[src/rtl/param_updown_counter.sv]
// Parameterised up/down counter with programmable terminal value, wrap or
// saturate behaviour at the boundaries, range-checked load and one-cycle event pulses.
module param_updown_counter #(
    parameter int unsigned      WIDTH    = 8,
    parameter logic [WIDTH-1:0] MAX_VAL  = {WIDTH{1'b1}},
    parameter bit               SATURATE = 1'b0
) (
    input  logic             clk,
    input  logic             reset_n,
    input  logic             en_i,
    input  logic             up_i,
    input  logic             load_i,
    input  logic [WIDTH-1:0] load_val_i,
    output logic [WIDTH-1:0] count_o,
    output logic             tc_o,
    output logic             wrap_o,
    output logic             load_err_o
);

    localparam logic [WIDTH-1:0] ZERO = '0;
    localparam logic [WIDTH-1:0] ONE  = WIDTH'(1);

    logic [WIDTH-1:0] count_q, count_d;
    logic             wrap_q, wrap_d;
    logic             load_err_q, load_err_d;

    logic at_max;
    logic at_min;
    logic load_over;

    // Boundaries are detected by equality before stepping, so the +1/-1 below
    // never runs past MAX_VAL or below zero, even when MAX_VAL is all ones.
    assign at_max    = (count_q == MAX_VAL);
    assign at_min    = (count_q == ZERO);
    assign load_over = (load_val_i > MAX_VAL);

    // NOTE: every always_comb output gets a default first, so no path can leave
    // a signal unassigned and infer a latch.
    always_comb begin
        count_d    = count_q;
        wrap_d     = 1'b0;
        load_err_d = 1'b0;

        if (load_i) begin
            if (load_over) begin
                count_d    = MAX_VAL;
                load_err_d = 1'b1;
            end else begin
                count_d = load_val_i;
            end
        end else if (en_i) begin
            if (up_i) begin
                if (!at_max) begin
                    count_d = count_q + ONE;
                end else if (!SATURATE) begin
                    count_d = ZERO;
                    wrap_d  = 1'b1;
                end
            end else begin
                if (!at_min) begin
                    count_d = count_q - ONE;
                end else if (!SATURATE) begin
                    count_d = MAX_VAL;
                    wrap_d  = 1'b1;
                end
            end
        end
    end

    // NOTE: state registers use non-blocking assignments so every flop samples
    // the pre-edge value of every other flop.
    always_ff @(posedge clk or negedge reset_n) begin
        if (!reset_n) begin
            count_q    <= ZERO;
            wrap_q     <= 1'b0;
            load_err_q <= 1'b0;
        end else begin
            count_q    <= count_d;
            wrap_q     <= wrap_d;
            load_err_q <= load_err_d;
        end
    end

    // Terminal count looks at the current direction, not at the enable.
    assign tc_o       = up_i ? at_max : at_min;
    assign count_o    = count_q;
    assign wrap_o     = wrap_q;
    assign load_err_o = load_err_q;

endmodule

[config.mk]
export PLATFORM = sky130hd
export DESIGN_NAME = param_updown_counter
export DESIGN_NICKNAME = d
export VERILOG_FILES = /design/src/rtl/param_updown_counter.sv
export SDC_FILE = /design/constraint.sdc
export NUM_CORES = 1
export LEC_CHECK = 0
export BUFFER_PORTS_ARGS = -buffer_cell sky130_fd_sc_hd__buf_2
export CORE_MARGIN = 1.5
export CORE_UTILIZATION = 55
export CTS_CLUSTER_SIZE = 14
export DETAILED_ROUTE_END_ITERATION = 8
export GPL_TIMING_DRIVEN = 0
export MAX_ROUTING_LAYER = met4
export PLACE_DENSITY = 0.88
export RECOVER_POWER = 25
export SLEW_MARGIN = 20
export SYNTH_ARGS = -nofsm -noshare
export SYNTH_HDL_FRONTEND = slang
export SYNTH_SLANG_ARGS = --single-unit
[constraint.sdc]
create_clock -name clk -period 5.4 [get_ports clk]
set_input_delay 1.08 -clock clk [delete_from_list [all_inputs] [get_ports clk]]
set_output_delay 1.08 -clock clk [all_outputs]
set_load 0.02 [all_outputs]
==> flow_metrics.env <==
export IMPL_status="finished clean"
export IMPL_min_path_type="reg2reg"
export IMPL_fin_ws_ns=1.91
export IMPL_p_comb_share_pct=40.4
export IMPL_grt_start_max_net_pins=11
export IMPL_ctsResizeCount=0
export IMPL_seqPwrFrac_pct=35.9
export IMPL_wl_um=2280
export IMPL_critPathKind="reg2out"
export IMPL_cts_tree="yes"
export IMPL_async_flop_share_pct=100
export IMPL_wl_per_cell_um=14.4
export IMPL_critPathLaunchType="flip-flop"
export IMPL_die_area_um2=1830
export IMPL_grt_ovfl_total=0
export IMPL_path_common_cell="buf_6"
export IMPL_ir_drop_mv=0.155
export IMPL_die_height_um=42.8
export IMPL_synth_edf_count=0
export IMPL_maxCapViolCount=0
export IMPL_cts_setup_buffers=0
export IMPL_worst_path_largest_cell_delay_ns=0.53
export IMPL_worstMarginPinSlew_ns=0.553
export IMPL_synth_top_cells_by_area="dfrtp_1 26%, a21oi_1 6.3%, nor2_1 6.0%, o21ai_0 5.8%, nand2_1 5.6%"
export IMPL_drcViolationCount=0
export IMPL_sw_frac_of_total_pct=41.1
export IMPL_post_dp_hpwl_um=1600
export IMPL_cts_buffers=3
export IMPL_skew_ns=0.00523
export IMPL_drtPass1Iterations=4
export IMPL_critPathCaptureType="output pin"
export IMPL_portBuffers=20
export IMPL_fin_crit_sh_pct=64.7
export IMPL_yosysUniqueCellTypes=38
export IMPL_start_util_pct=58.4
export IMPL_holdBufCountCts=0
export IMPL_ys_seq_area_share_pct=25.9
export IMPL_ant_nets=0
export IMPL_p_clk_share_pct=23.7
export IMPL_synth_top_cell_area_share_pct=25.9
export IMPL_p_per_area_nw_per_um2=242
export IMPL_setup_viol=0
export IMPL_antenna_found_initial=0
export IMPL_p_int_w=0.000145
export IMPL_slew_viol_final=0
export IMPL_syn_inst=118
export IMPL_path_max_fanout=9
export IMPL_grt_usage_pct=28.5
export IMPL_synth_seq_cells=9
export IMPL_final_cells=158
export IMPL_synth_cells_most_frequent="14 x nor2_1, 13 x nand2_1, 11 x a21oi_1, 10 x o21ai_0, 9 x dfrtp_1"
export IMPL_grt_pass1_wl_um=3830
export IMPL_cts_clk_slew_worst_paths_ns=0.07
export IMPL_cts_root_buf="clkbuf_4"
export IMPL_vias=956
export IMPL_crit_chain="buf_6 -> or4_4 -> buf_6 -> or4b_4 -> buf_6 -> o21ai_2 -> buf_2"
export IMPL_vias_per_cell=6.05
export IMPL_hold_viol=0
export IMPL_reg2reg_to="count_o[3]$_DFFE_PN0P_"
export IMPL_cp_endpoint="tc_o"
export IMPL_p_sw_w=0.000101
export IMPL_place_congestion=0.913
export IMPL_synthesis_nets=134
export IMPL_leakage_nw=0.446
export IMPL_synth_warnings=0
export IMPL_drt_iter0_markers=33
export IMPL_hold_ws_ns=0.658
export IMPL_cts_sinks=9
export IMPL_ys_flop_type="dfrtp_1"
export IMPL_clk_latency_ns=0.28
export IMPL_dp_cells=154
export IMPL_postLayoutCoreUtil_pct=68.2
export IMPL_rows=14
export IMPL_r2r_start="count_o[4]$_DFFE_PN0P_"
export IMPL_clock_fmax_mhz=286
export IMPL_pin_count=24
export IMPL_cp_slowest_cell="or4_4"
export IMPL_slew_headroom_pct=63.1
export IMPL_crit_start="count_o[4]$_DFFE_PN0P_"
export IMPL_synthesis_area_um2=870
export IMPL_rrSetupSlack_ns=3.15
export IMPL_grt_pass1_vias=888
export IMPL_drive_gt1_share_pct=23.2
export IMPL_synthToLayoutAreaGrowth_pct=16.7
export IMPL_crit_required_ns=4.32
export IMPL_fp_coreArea_um2=1490
export IMPL_layout_nets=159
export IMPL_reg2reg_depth=8
export IMPL_post_place_ws_ns=2.08
export IMPL_yosysTopAreaCell="dfrtp_1"
export IMPL_worstPathArrival_ns=2.41
export IMPL_fill_cells=130
export IMPL_cts_max_path_buffers=2
export IMPL_syn_avg_cell_area_um2=7.37
export IMPL_die_x_um=42.8
export IMPL_tns_ns=0
export IMPL_rsz0062_at_grt="false"
export IMPL_antenna_diode_count=0
export IMPL_htreeDepth=1
export IMPL_synth_most_common_cell="nor2_1"
export IMPL_period_minus_slack_ns=3.49
per-layer routing:
layer | track usage (%) | part of all wire [%] | vias up
met5 | - | 0 | -
met4 | 19.4 | 3.3 | 0
met3 | 4.26 | 7.8 | 11
met2 | 41.8 | 45 | 53
met1 | 35.9 | 44 | 427
li1 | - | - | 465
flip-flops by register name, indices dropped and copies added (netlist names):
register	flops
count_o	8
wrap_o	1
cells in the final DEF, fill, tap and decap left out, types with 4 or more instances in the layout:
master and count:
xnor2_1 4, nor2_1 14, dfrtp_1 9, inv_1 4
o21ai_0 10, nor3_1 7, buf_2 20, clkbuf_4 4
nand2_1 13, clkbuf_1 7, a21oi_1 11
layout make-up:
| cell class | instances | area, um^2 | area share (%) |
|---|---|---|---|
| Multi-Input combinational cell | 94 | 557 | 54.9 |
| Sequential cell | 9 | 225 | 22.2 |
| Timing Repair Buffer | 20 | 98.8 | 9.74 |
| Buffer | 11 | 72.6 | 7.15 |
| Clock buffer | 4 | 26.3 | 2.59 |
| Tap cell | 16 | 20.0 | 1.97 |
| Inverter | 4 | 15.0 | 1.48 |
power by group through the flow:
stage	clock network (W)	registers [W]	logic [W]
global placement	0	0.0000885	0.0000952
global route	0.0000594	0.0000897	0.000109
detailed placement	0	0.0000892	0.0000973
CTS	0.0000567	0.0000879	0.0000989
floorplan	0	0.0000968	0.0000628
finish	0.0000582	0.0000882	0.0000994
critical path: cells and delay by family, from the launching register on:
family	cells	cell delay, ns
AOI/OAI and AO/OA	1	0.11
and+or+nand+nor	2	1.03
buffers and inverters	4	0.61
DFF	1	0.39
stage by stage:
step | power, W | area [um^2]
floorplan | 0.000160 | 870
global placement | 0.000184 | 990
detailed placement | 0.000187 | 990
CTS | 0.000244 | 1020
global route | 0.000258 | 1010
finish | 0.000246 | 1010
cells by family (layout without fill, tap and decap cells):
logic type      after synthesis  after routing  share of synthesized area, %
flops                         9              9                          25.9
mux                           1              1                          1.15
xor+xnor                      4              4                          4.03
compound gates               36             36                          26.2
simple gates                 49             49                          27.9
other cells                   1              1                         0.431
fa+ha+maj                     3              3                          4.32
buf+inv                      15             39                          10.1
worst min path at each step:
stage / slack (ns) / to / cells after the start / startpoint
floorplan: 0.68 / count_o[5]$_DFFE_PN0P_ / 2 / count_o[5]$_DFFE_PN0P_
global placement: 0.63 / count_o[5]$_DFFE_PN0P_ / 2 / count_o[5]$_DFFE_PN0P_
detailed placement: 0.64 / count_o[5]$_DFFE_PN0P_ / 2 / count_o[5]$_DFFE_PN0P_
CTS: 0.65 / count_o[5]$_DFFE_PN0P_ / 2 / count_o[5]$_DFFE_PN0P_
global route: 0.68 / count_o[3]$_DFFE_PN0P_ / 2 / count_o[3]$_DFFE_PN0P_
finish: 0.66 / count_o[5]$_DFFE_PN0P_ / 2 / count_o[5]$_DFFE_PN0P_
Note: power is estimated with default switching activity, not from simulation.
